<file path="src/rtl/chirp_pkg.sv">
// Shared types and widths for the chirp control path and the DDS block it feeds.
package chirp_pkg;

    localparam int PHI_W  = 48;
    localparam int RATE_W = 32;

    typedef enum logic [2:0] {
        ST_IDLE  = 3'd0,
        ST_HS_HI = 3'd1,
        ST_HS_LO = 3'd2,
        ST_ARM   = 3'd3,
        ST_PULSE = 3'd4,
        ST_GAP   = 3'd5
    } seq_state_t;

    typedef struct packed {
        logic [PHI_W-1:0]  freq;
        logic [PHI_W-1:0]  delta_freq;
        logic [RATE_W-1:0] delta_rate;
    } chirp_cfg_t;

endpackage

</file>
<file path="src/rtl/req_ack_tx.sv">
// Four-phase REQ/ACK sender with a per-edge timeout on the ACK waits.
module req_ack_tx #(
    parameter int TIMEOUT = 1024
) (
    input  logic clk,
    input  logic rst,
    input  logic send,
    input  logic ack,
    output logic req,
    output logic hi_done,
    output logic lo_done,
    output logic timeout
);

    localparam int TO_W = $clog2(TIMEOUT + 1);
    localparam logic [TO_W-1:0] CNT_LAST = TO_W'(TIMEOUT - 1);

    localparam logic [1:0] TX_IDLE = 2'd0;
    localparam logic [1:0] TX_HI   = 2'd1;
    localparam logic [1:0] TX_LO   = 2'd2;

    logic [1:0]      state_q, state_d;
    logic [TO_W-1:0] cnt_q, cnt_d;
    logic            req_q, req_d;

    // Handshake: REQ rises after send, falls once ACK is seen high; the
    // transfer is complete when ACK is then seen low. Each wait is bounded.
    always_comb begin
        state_d = state_q;
        cnt_d   = cnt_q;
        req_d   = req_q;
        hi_done = 1'b0;
        lo_done = 1'b0;
        timeout = 1'b0;
        case (state_q)
            TX_IDLE: begin
                if (send) begin
                    state_d = TX_HI;
                    req_d   = 1'b1;
                    cnt_d   = '0;
                end
            end
            TX_HI: begin
                if (ack) begin
                    hi_done = 1'b1;
                    req_d   = 1'b0;
                    state_d = TX_LO;
                    cnt_d   = '0;
                end else if (cnt_q == CNT_LAST) begin
                    timeout = 1'b1;
                    req_d   = 1'b0;
                    state_d = TX_IDLE;
                end else begin
                    cnt_d = cnt_q + 1'b1;
                end
            end
            TX_LO: begin
                if (!ack) begin
                    lo_done = 1'b1;
                    state_d = TX_IDLE;
                end else if (cnt_q == CNT_LAST) begin
                    timeout = 1'b1;
                    state_d = TX_IDLE;
                end else begin
                    cnt_d = cnt_q + 1'b1;
                end
            end
            default: begin
                state_d = TX_IDLE;
                req_d   = 1'b0;
            end
        endcase
    end

    always_ff @(posedge clk or posedge rst) begin
        if (rst) begin
            state_q <= TX_IDLE;
            cnt_q   <= '0;
            req_q   <= 1'b0;
        end else begin
            state_q <= state_d;
            cnt_q   <= cnt_d;
            req_q   <= req_d;
        end
    end

    assign req = req_q;

endmodule

</file>
<file path="src/rtl/chirp_pulse_sequencer.sv">
// Captures a chirp configuration, hands it to the DDS over REQ/ACK, then
// gates the DDS with a burst of programmable-length, programmable-period pulses.
module chirp_pulse_sequencer
    import chirp_pkg::*;
#(
    parameter int HS_TIMEOUT = 1024,
    parameter int MIN_GAP    = 2,
    parameter int CNT_W      = 32
) (
    input  logic              clk_48,
    input  logic              rst,
    input  logic              cfg_wr,
    input  logic [PHI_W-1:0]  cfg_freq,
    input  logic [PHI_W-1:0]  cfg_delta_freq,
    input  logic [RATE_W-1:0] cfg_delta_rate,
    input  logic [CNT_W-1:0]  cfg_pulse_len,
    input  logic [CNT_W-1:0]  cfg_period,
    input  logic [15:0]       cfg_count,
    input  logic              run,
    input  logic              ACK,
    output logic              REQ,
    output logic [PHI_W-1:0]  DDS_freq,
    output logic [PHI_W-1:0]  DDS_delta_freq,
    output logic [RATE_W-1:0] DDS_delta_rate,
    output logic              start,
    output logic              busy,
    output logic              seq_done,
    output logic              cfg_ignored,
    output logic              hs_err
);

    seq_state_t       state_q, state_d;
    chirp_cfg_t       cfg_q, cfg_d;
    logic [CNT_W-1:0] len_q, len_d;
    logic [CNT_W-1:0] period_q, period_d;
    logic [15:0]      count_q, count_d;
    logic [15:0]      burst_q, burst_d;
    logic [CNT_W-1:0] pcnt_q, pcnt_d;
    logic             start_q, start_d;
    logic             run_prev_q, run_prev_d;
    logic             seq_done_q, seq_done_d;
    logic             cfg_ign_q, cfg_ign_d;
    logic             hs_err_q, hs_err_d;

    logic             idle_or_arm;
    logic             accept;
    logic             run_rise;
    logic [CNT_W-1:0] len_w;
    logic [CNT_W-1:0] len_m1;
    logic [CNT_W-1:0] gap_m1;
    logic             hs_hi_done, hs_lo_done, hs_timeout;

    assign idle_or_arm = (state_q == ST_IDLE) || (state_q == ST_ARM);
    assign accept      = cfg_wr && idle_or_arm;
    assign run_rise    = run && !run_prev_q;

    // A zero pulse length still produces a one-cycle pulse. The gap compare is
    // one bit wider so len + MIN_GAP cannot wrap and hide a too-short period.
    always_comb begin
        len_w  = (len_q == '0) ? CNT_W'(1) : len_q;
        len_m1 = len_w - 1'b1;
        if ({1'b0, period_q} >= ({1'b0, len_w} + (CNT_W + 1)'(MIN_GAP))) begin
            gap_m1 = period_q - len_w - 1'b1;
        end else begin
            gap_m1 = CNT_W'(MIN_GAP - 1);
        end
    end

    req_ack_tx #(
        .TIMEOUT(HS_TIMEOUT)
    ) u_hs (
        .clk     (clk_48),
        .rst     (rst),
        .send    (accept),
        .ack     (ACK),
        .req     (REQ),
        .hi_done (hs_hi_done),
        .lo_done (hs_lo_done),
        .timeout (hs_timeout)
    );

    always_comb begin
        state_d    = state_q;
        cfg_d      = cfg_q;
        len_d      = len_q;
        period_d   = period_q;
        count_d    = count_q;
        burst_d    = burst_q;
        pcnt_d     = pcnt_q;
        start_d    = start_q;
        run_prev_d = run;
        seq_done_d = 1'b0;
        cfg_ign_d  = cfg_wr && !idle_or_arm;
        hs_err_d   = hs_err_q;

        if (accept) begin
            cfg_d.freq       = cfg_freq;
            cfg_d.delta_freq = cfg_delta_freq;
            cfg_d.delta_rate = cfg_delta_rate;
            len_d            = cfg_pulse_len;
            period_d         = cfg_period;
            count_d          = cfg_count;
            hs_err_d         = 1'b0;
        end

        case (state_q)
            ST_IDLE: begin
                if (accept) state_d = ST_HS_HI;
            end
            ST_ARM: begin
                // A configuration write takes priority over a run edge.
                if (accept) begin
                    state_d = ST_HS_HI;
                end else if (run_rise) begin
                    state_d = ST_PULSE;
                    start_d = 1'b1;
                    pcnt_d  = '0;
                    burst_d = count_q;
                end
            end
            ST_HS_HI: begin
                if (hs_timeout) begin
                    state_d  = ST_IDLE;
                    hs_err_d = 1'b1;
                end else if (hs_hi_done) begin
                    state_d = ST_HS_LO;
                end
            end
            ST_HS_LO: begin
                if (hs_timeout) begin
                    state_d  = ST_IDLE;
                    hs_err_d = 1'b1;
                end else if (hs_lo_done) begin
                    state_d = ST_ARM;
                end
            end
            ST_PULSE: begin
                if (!run) begin
                    state_d = ST_ARM;
                    start_d = 1'b0;
                end else if (pcnt_q == len_m1) begin
                    start_d = 1'b0;
                    pcnt_d  = '0;
                    if (count_q != 16'd0) burst_d = burst_q - 1'b1;
                    if ((count_q != 16'd0) && (burst_q == 16'd1)) begin
                        state_d    = ST_ARM;
                        seq_done_d = 1'b1;
                    end else begin
                        state_d = ST_GAP;
                    end
                end else begin
                    pcnt_d = pcnt_q + 1'b1;
                end
            end
            ST_GAP: begin
                if (!run) begin
                    state_d = ST_ARM;
                end else if (pcnt_q == gap_m1) begin
                    state_d = ST_PULSE;
                    start_d = 1'b1;
                    pcnt_d  = '0;
                end else begin
                    pcnt_d = pcnt_q + 1'b1;
                end
            end
            default: begin
                state_d = ST_IDLE;
                start_d = 1'b0;
            end
        endcase
    end

    always_ff @(posedge clk_48 or posedge rst) begin
        if (rst) begin
            state_q    <= ST_IDLE;
            cfg_q      <= '0;
            len_q      <= '0;
            period_q   <= '0;
            count_q    <= '0;
            burst_q    <= '0;
            pcnt_q     <= '0;
            start_q    <= 1'b0;
            run_prev_q <= 1'b0;
            seq_done_q <= 1'b0;
            cfg_ign_q  <= 1'b0;
            hs_err_q   <= 1'b0;
        end else begin
            state_q    <= state_d;
            cfg_q      <= cfg_d;
            len_q      <= len_d;
            period_q   <= period_d;
            count_q    <= count_d;
            burst_q    <= burst_d;
            pcnt_q     <= pcnt_d;
            start_q    <= start_d;
            run_prev_q <= run_prev_d;
            seq_done_q <= seq_done_d;
            cfg_ign_q  <= cfg_ign_d;
            hs_err_q   <= hs_err_d;
        end
    end

    assign DDS_freq       = cfg_q.freq;
    assign DDS_delta_freq = cfg_q.delta_freq;
    assign DDS_delta_rate = cfg_q.delta_rate;
    assign start          = start_q;
    assign busy           = !idle_or_arm;
    assign seq_done       = seq_done_q;
    assign cfg_ignored    = cfg_ign_q;
    assign hs_err         = hs_err_q;

endmodule

</file>
<file path="config.mk">
export PLATFORM = sky130hd
export DESIGN_NAME = chirp_pulse_sequencer
export DESIGN_NICKNAME = d
export VERILOG_FILES = /design/src/rtl/chirp_pkg.sv /design/src/rtl/req_ack_tx.sv /design/src/rtl/chirp_pulse_sequencer.sv
export SDC_FILE = /design/constraint.sdc
export NUM_CORES = 1
export LEC_CHECK = 0
export ABC_AREA = 1
export ABC_CLOCK_PERIOD_IN_PS = 11200
export CAP_MARGIN = 40
export CORE_MARGIN = 4
export CORE_UTILIZATION = 45
export CTS_BUF_LIST = sky130_fd_sc_hd__clkbuf_4
export CTS_CLUSTER_DIAMETER = 100
export CTS_CLUSTER_SIZE = 14
export DETAILED_ROUTE_END_ITERATION = 10
export GPL_TIMING_DRIVEN = 0
export HOLD_SLACK_MARGIN = 0.06
export PLACE_DENSITY = 0.74
export SYNTH_ARGS = -nofsm -noshare
export SYNTH_HDL_FRONTEND = slang
export SYNTH_HIERARCHICAL = 1
export SYNTH_SLANG_ARGS = --single-unit
</file>
<file path="constraint.sdc">
create_clock -name clk_48 -period 11.2 [get_ports clk_48]
set_clock_uncertainty 0.2 [all_clocks]
set_input_delay 1.68 -clock clk_48 [delete_from_list [all_inputs] [get_ports clk_48]]
set_output_delay 1.68 -clock clk_48 [all_outputs]
set_load 0.03 [all_outputs]
</file>
==> flow_summary.yaml, run 1 <==
placed_design:
  gp_congestion: 0.984
  portBuffers: 346
  dpl.hpwl_mm: 52.2
  placed_area_mm2: 0.0222
drt:
  first_pass_iters: 7
  avgViaCountPerCell: 5.27
  drt_iter0_markers: 1647
  route.detailed.drc: 0
  wl_mm: 64.4
  vias: 18353
  ant_nets: 0
  wl_per_cell_um: 18.5
floorplanning:
  start_util_pct: 46.0
  die_h_um: 208
  die_x_um: 208
  ioPinCount: 347
  die_area_mm2: 0.0432
  rows: 72
  core_mm2: 0.0391
layout:
  fin_nets: 3247
  final_cell_area_mm2: 0.0224
  syn2layout_area_growth_pct: 24.5
  final_util_pct: 57.3
  drive_gt1_share_pct: 3.41
  layout_commonest_cell: "nand2_1"
  layout_common_cells: "nand2_1, clkdlybuf4s50_1, dfrtp_1"
worst_setup_path:
  cp.required_ns: 11.66
  crit_path_max_fanout: 10
  critPathSlowestCell: "nor4_1"
  worst-path-buf-inv: 6
  cp.arrival_ns: 6.83
  path_common_cell: "nand3_1"
  worst-setup-path-type: "register to register"
  critPathTopFamily: "simple AND/OR/NAND/NOR gates"
  worstSetupEndpointType: "register"
  start_kind: "register"
  worst_path_largest_cell_delay_ns: 0.52
synth:
  synth_top_cell_by_area: "dfrtp_1"
  avgSynthCellArea_um2: 6.96
  synth_fp_nets: 2872
  synth_cell_types: 56
  synth_cells: 2584
  synth_top_area_share_pct: 38.7
  synth_warnings: 6
  synth_seq_area_share_pct: 38.7
  synth-edff-count: 0
  synth-main-ff-cell: "dfrtp_1"
  synth.area.top_cells: "dfrtp_1, nand2_1, inv_1, ha_1, nand3_1"
  syn_area_mm2: 0.0180
  async_reset_ff_share_pct: 100
  ys_ff_latch: 278
clocking:
  cts_buffers: 23
  cts_resized: 0
  path_clk_slew_ns: 0.16
  clockBufferDepth: 3
  cts_root_buf: "clkbuf_4"
  clock-sinks: 278
  clock_latency_ns: 0.79
  ctsHoldBuffers: 0
  htree_levels: 1
  postCtsSetupBuffers: 0
  tritoncts: "built"
timing:
  maxSlewViolCount: 0
  slew-limit-headroom_pct: 42.5
  hold_viol: 0
  timing.hold.ws_ns: 0.285
  max_freq_ghz: 0.157
  rsz0062_at_grt: "no"
  worstMarginPinSlew_ns: 0.863
  finalSetupViolCount: 0
  fin_crit_sh_pct: 56.9
  fin_crit_ns: 6.37
global_route:
  grt_max_degree: 125
  track_usage_pct: 28.9
  antenna_found_initial: 10
  grt_pass1_wl_mm: 101
  gr-total-overflow: 0
  grt_pass1_vias: 18248
power_and_ir_drop:
  leakage_nw: 10.8
  irDropWorstVdd_v: 0.000187
  p_per_area_mw_per_mm2: 317
worst_hold_path:
  min_path_type: "register to register"
outcome:
  status: "finished, final reports clean"
flow_run:
  cap_violations: 0
## area by class of cell
type                       instances  area, um^2
clock inverter                     2        11.3
sequential                       278        6960
inverter                         269        1020
clock buffer                      23         173
buffer                            92         439
timing repair buffer             350        3540
fill                            3775       16700
multi-input combinational       1945        9580
antenna                            8        20.0
tap                              518         648
## tightest hold or removal path: stages (launching register included)
cell     delay, ns
dfrtp_1       0.37
nand2_1       0.05
nand2_1       0.04
## through the flow
step                      cells  TNS (ns)  setup slack (ns)  total power [mW]
after floorplan            2584         0              2.05              4.90
after CTS                  3477         0              5.00              7.07
after global placement     3448   -368.76             -1.45              6.52
after global routing       3485         0              4.31              7.72
final                      3485         0              4.83              7.10
after detailed placement   3452         0              5.03              6.61
## power by group
part / internal, mW / switching (mW) / total [mW]
logic: 1.66 / 3.23 / 4.89
clock network: 0.0962 / 0.334 / 0.430
registers: 1.42 / 0.360 / 1.78
## routing by layer
layer	part of all wire, %	track usage, %	vias to the layer above
met1	40	36.1	8601
li1	-	-	8922
met5	0	0	-
met3	8.7	7.14	111
met2	49	50.6	719
met4	2.7	6.89	0
## Yosys cell counts, types with 17 or more instances
| cell | instances |
|---|---|
| buf_2 | 17 |
| ha_1 | 74 |
| a21oi_1 | 84 |
| inv_1 | 261 |
| nor2_1 | 203 |
| o21ai_0 | 106 |
| nor3_1 | 47 |
| nand3_1 | 154 |
| clkbuf_1 | 62 |
| nand4_1 | 46 |
| nand2_1 | 988 |
| nor4_1 | 17 |
| xor2_1 | 86 |
| xnor2_1 | 22 |
| dfrtp_1 | 278 |
| o21ai_1 | 29 |
## registers in the layout, summed over array words and instances (netlist names)
| register | flops |
|---|---|
| period_q | 32 |
| start | 1 |
| cfg_ignored | 1 |
| pcnt_q | 32 |
| DDS_freq | 48 |
| len_q | 32 |
| seq_done | 1 |
| count_q | 16 |
| u_hs/state_q | 2 |
| burst_q | 16 |
| hs_err | 1 |
| u_hs/req | 1 |
| u_hs/cnt_q | 11 |
| state_q | 3 |
| DDS_delta_rate | 32 |
| DDS_delta_freq | 48 |
| run_prev_q | 1 |
## final timing paths
kind	end	slack, ns	from	cells after the start
setup / recovery	pcnt_q[20]	4.83	len_q[1]	33
hold / removal	DDS_delta_freq[28]	0.29	DDS_delta_freq[28]	2
setup reg to reg	pcnt_q[20]	4.83	len_q[1]	33
hold reg to reg	DDS_delta_freq[28]	0.29	DDS_delta_freq[28]	2
max in group asynchronous	period_q[17]	8.25	rst	4
min in group asynchronous	pcnt_q[24]	1.13	rst	2
## cells by family (layout without fill, tap and decap cells)
group | Yosys count | in the layout | share of synthesized area [%]
flops | 278 | 278 | 38.7
other cells | 0 | 8 | 0
fa+ha+maj | 75 | 75 | 5.26
compound gates | 262 | 262 | 7.87
buf+inv | 361 | 736 | 8.06
simple gates | 1500 | 1500 | 34.9
xor+xnor | 108 | 108 | 5.26
(Power assumes the default switching activity.)
==> run 2: changes to the inputs <==
--- a/config.mk
+++ b/config.mk
@@ -6,7 +6,7 @@
 export NUM_CORES = 1
 export LEC_CHECK = 0
 export ABC_AREA = 1
-export ABC_CLOCK_PERIOD_IN_PS = 11200
+export ABC_CLOCK_PERIOD_IN_PS = 5380
 export CAP_MARGIN = 40
 export CORE_MARGIN = 4
 export CORE_UTILIZATION = 45
@@ -16,7 +16,7 @@
 export DETAILED_ROUTE_END_ITERATION = 10
 export GPL_TIMING_DRIVEN = 0
 export HOLD_SLACK_MARGIN = 0.06
-export PLACE_DENSITY = 0.74
+export PLACE_DENSITY = 0.77
 export SYNTH_ARGS = -nofsm -noshare
 export SYNTH_HDL_FRONTEND = slang
 export SYNTH_HIERARCHICAL = 1
==> constraint.sdc (replaced) <==
create_clock -name clk_48 -period 5.38 [get_ports clk_48]
set_clock_uncertainty 0.2 [all_clocks]
set_input_delay 0.807 -clock clk_48 [delete_from_list [all_inputs] [get_ports clk_48]]
set_output_delay 0.807 -clock clk_48 [all_outputs]
set_load 0.03 [all_outputs]
==> run 2 against run 1 <==
  * The flow now finishes with violations (negative setup slack)
  * Clock-buffer cell count increased by 2
  * Non-clock buffer count increased by 28
  * Fmax increased by 16%
  * Largest power group unchanged
  * Clock power increased by 120%
  * Utilization increased by 1.8 points
  * Global-route usage decreased by 0.19 points
==> flow_summary.yaml, run 2 (synthesis results as in run 1) <==
global_route:
  track_usage_pct: 28.7
  grt_pass1_wl_mm: 101
  grt_pass1_vias: 18246
  grt_max_degree: 39
  antenna_found_initial: 5
  gr-total-overflow: 0
timing:
  hold_viol: 0
  maxSlewViolCount: 0
  worstMarginPinSlew_ns: 0.924
  slew-limit-headroom_pct: 38.4
  setup_ws_ns: -0.128
  fin_crit_sh_pct: 102
  max_freq_ghz: 0.182
  fin_crit_ns: 5.51
  rsz0062_at_grt: "yes"
  finalSetupViolCount: 34
drt:
  first_pass_iters: 7
  avgViaCountPerCell: 5.28
  drt_iter0_markers: 1487
  wl_mm: 65.7
  route.detailed.drc: 0
  wl_per_cell_um: 18.7
  vias: 18557
  ant_nets: 0
power_and_ir_drop:
  combPwrFrac_pct: 69.7
  sequentialPowerShare_pct: 24.2
  netSwitchingFraction_pct: 54.9
  p_per_area_mw_per_mm2: 660
  netSwitchingPower_mw: 8.38
  irDropWorstVdd_v: 0.000486
  p_int_mw: 6.88
  power_frac_clock_pct: 6.1
  total_power_mw: 15.3
  leakage_nw: 11.1
worst_setup_path:
  cp.arrival_ns: 6.02
  reg2reg_depth: 33
  worst-path-buf-inv: 6
  worstSetupEndpointType: "register"
  crit_path_max_fanout: 8
  worst-path-stages: 33
  critPathSlowestCell: "dfrtp_1"
  worst_path_largest_cell_delay_ns: 0.44
  critPathTopFamily: "simple AND/OR/NAND/NOR gates"
  worst-setup-path-type: "register to register"
  cp.required_ns: 5.89
  start_kind: "register"
layout:
  fin_nets: 3276
  final_cell_area_mm2: 0.0231
  drive_gt1_share_pct: 6.39
  layout_common_cells: "nand2_1, clkdlybuf4s50_1, dfrtp_1"
  syn2layout_area_growth_pct: 28.5
  stdcell_count: 3513
  layout_commonest_cell: "nand2_1"
clocking:
  clockBufferDepth: 3
  path_clk_slew_ns: 0.18
  clock_latency_ns: 0.84
  clock-sinks: 278
  cts_root_buf: "clkbuf_4"
  tritoncts: "built"
  cts_buffers: 23
  htree_levels: 1
floorplanning:
  die_h_um: 208
  die_area_mm2: 0.0432
  die_x_um: 208
  rows: 72
  start_util_pct: 46.0
  core_mm2: 0.0391
  ioPinCount: 347
worst_hold_path:
  hold_path_depth: 1
  min_path_type: "input pin to register"
placed_design:
  portBuffers: 346
  gp_congestion: 0.959
  place_inst: 3458
  dpl.hpwl_mm: 52.6
  placed_area_mm2: 0.0223
outcome:
  status: "complete, but fails checks"
  violations: "negative setup slack"
flow_run:
  cap_violations: 0
-- run 2: cell count changes in the layout (fill, tap and decap cells not counted), sizes merged --
| cell | delta |
|---|---|
| diode | -2 |
| dlygate4sd3 | +1 |
| clkbuf | +5 |
| clkinv | -1 |
| buf | +24 |
| nand4 | +1 |
| inv | -1 |
| clkinvlp | +1 |
-- run 2: path summary, 6_finish.rpt --
check	slack (ns)	to	start
max	-0.13	pcnt_q[11]	len_q[2]
min	0.24	run_prev_q	run
max reg2reg	-0.13	pcnt_q[11]	len_q[2]
min reg2reg	0.29	DDS_delta_freq[22]	DDS_delta_freq[22]
max in group asynchronous	3.11	DDS_delta_freq[8]	rst
min in group asynchronous	0.65	DDS_delta_freq[40]	rst
-- run 2: metrics by stage --
step                      setup slack (ns)  setup TNS, ns  utilization [%]  hold WS, ns
after floorplan                      0.787              0                -        0.264
after global placement               -1.14        -322.98             56.5        0.253
after detailed placement            -0.961         -31.78             57.0        0.259
after CTS                         0.000511              0             58.0        0.198
after global routing                -0.334         -10.74             59.1        0.202
final                               -0.128          -3.24             59.1        0.244
-- run 2: timing repair --
item,in CTS,in global routing
setup buffers,11,8
cloned,0,6
gates resized for setup,23,65
endpoints found under the hold margin,3,0
setup endpoints to repair,36,38
hold buffers,1,0
pin swaps,14,28
-- run 2: area by class of cell --
type | instances | area [um^2]
diodes | 6 | 15.0
clock inverters | 1 | 7.51
inverters | 269 | 1010
well taps | 518 | 648
clock buffers | 25 | 188
fillers | 3664 | 16000
flip-flops and latches | 278 | 6960
repair buffers | 380 | 3920
multi-input cells | 1946 | 9900
plain buffers | 90 | 468
-- run 2: worst reg2reg max path: cells and delay by family (launching register included) --
family | cells | cell delay, ns
compound gates | 1 | 0.06
xor+xnor | 1 | 0.16
fa+ha+maj | 2 | 0.52
buf+inv | 6 | 0.74
flops | 1 | 0.44
simple gates | 23 | 3.26
-- run 2: per-layer routing --
metal	track usage [%]	part of all wire (%)	up-vias	routed length (um)
met4	8.40	3.6	0	2380
met2	50.4	48	697	31800
met5	0	0	-	0
li1	-	-	9008	-
met1	35.5	40	8724	26400
met3	6.57	7.7	128	5070
-- run 2: power by group through the flow --
| stage | clock [mW] | sequential (mW) | combinational (mW) |
|---|---|---|---|
| after floorplan | 0 | 4.44 | 5.77 |
| after global placement | 0 | 3.67 | 9.87 |
| after detailed placement | 0 | 3.69 | 10.1 |
| after CTS | 0.951 | 3.67 | 10.3 |
| after global routing | 1.03 | 3.79 | 11.7 |
| final | 0.927 | 3.69 | 10.6 |
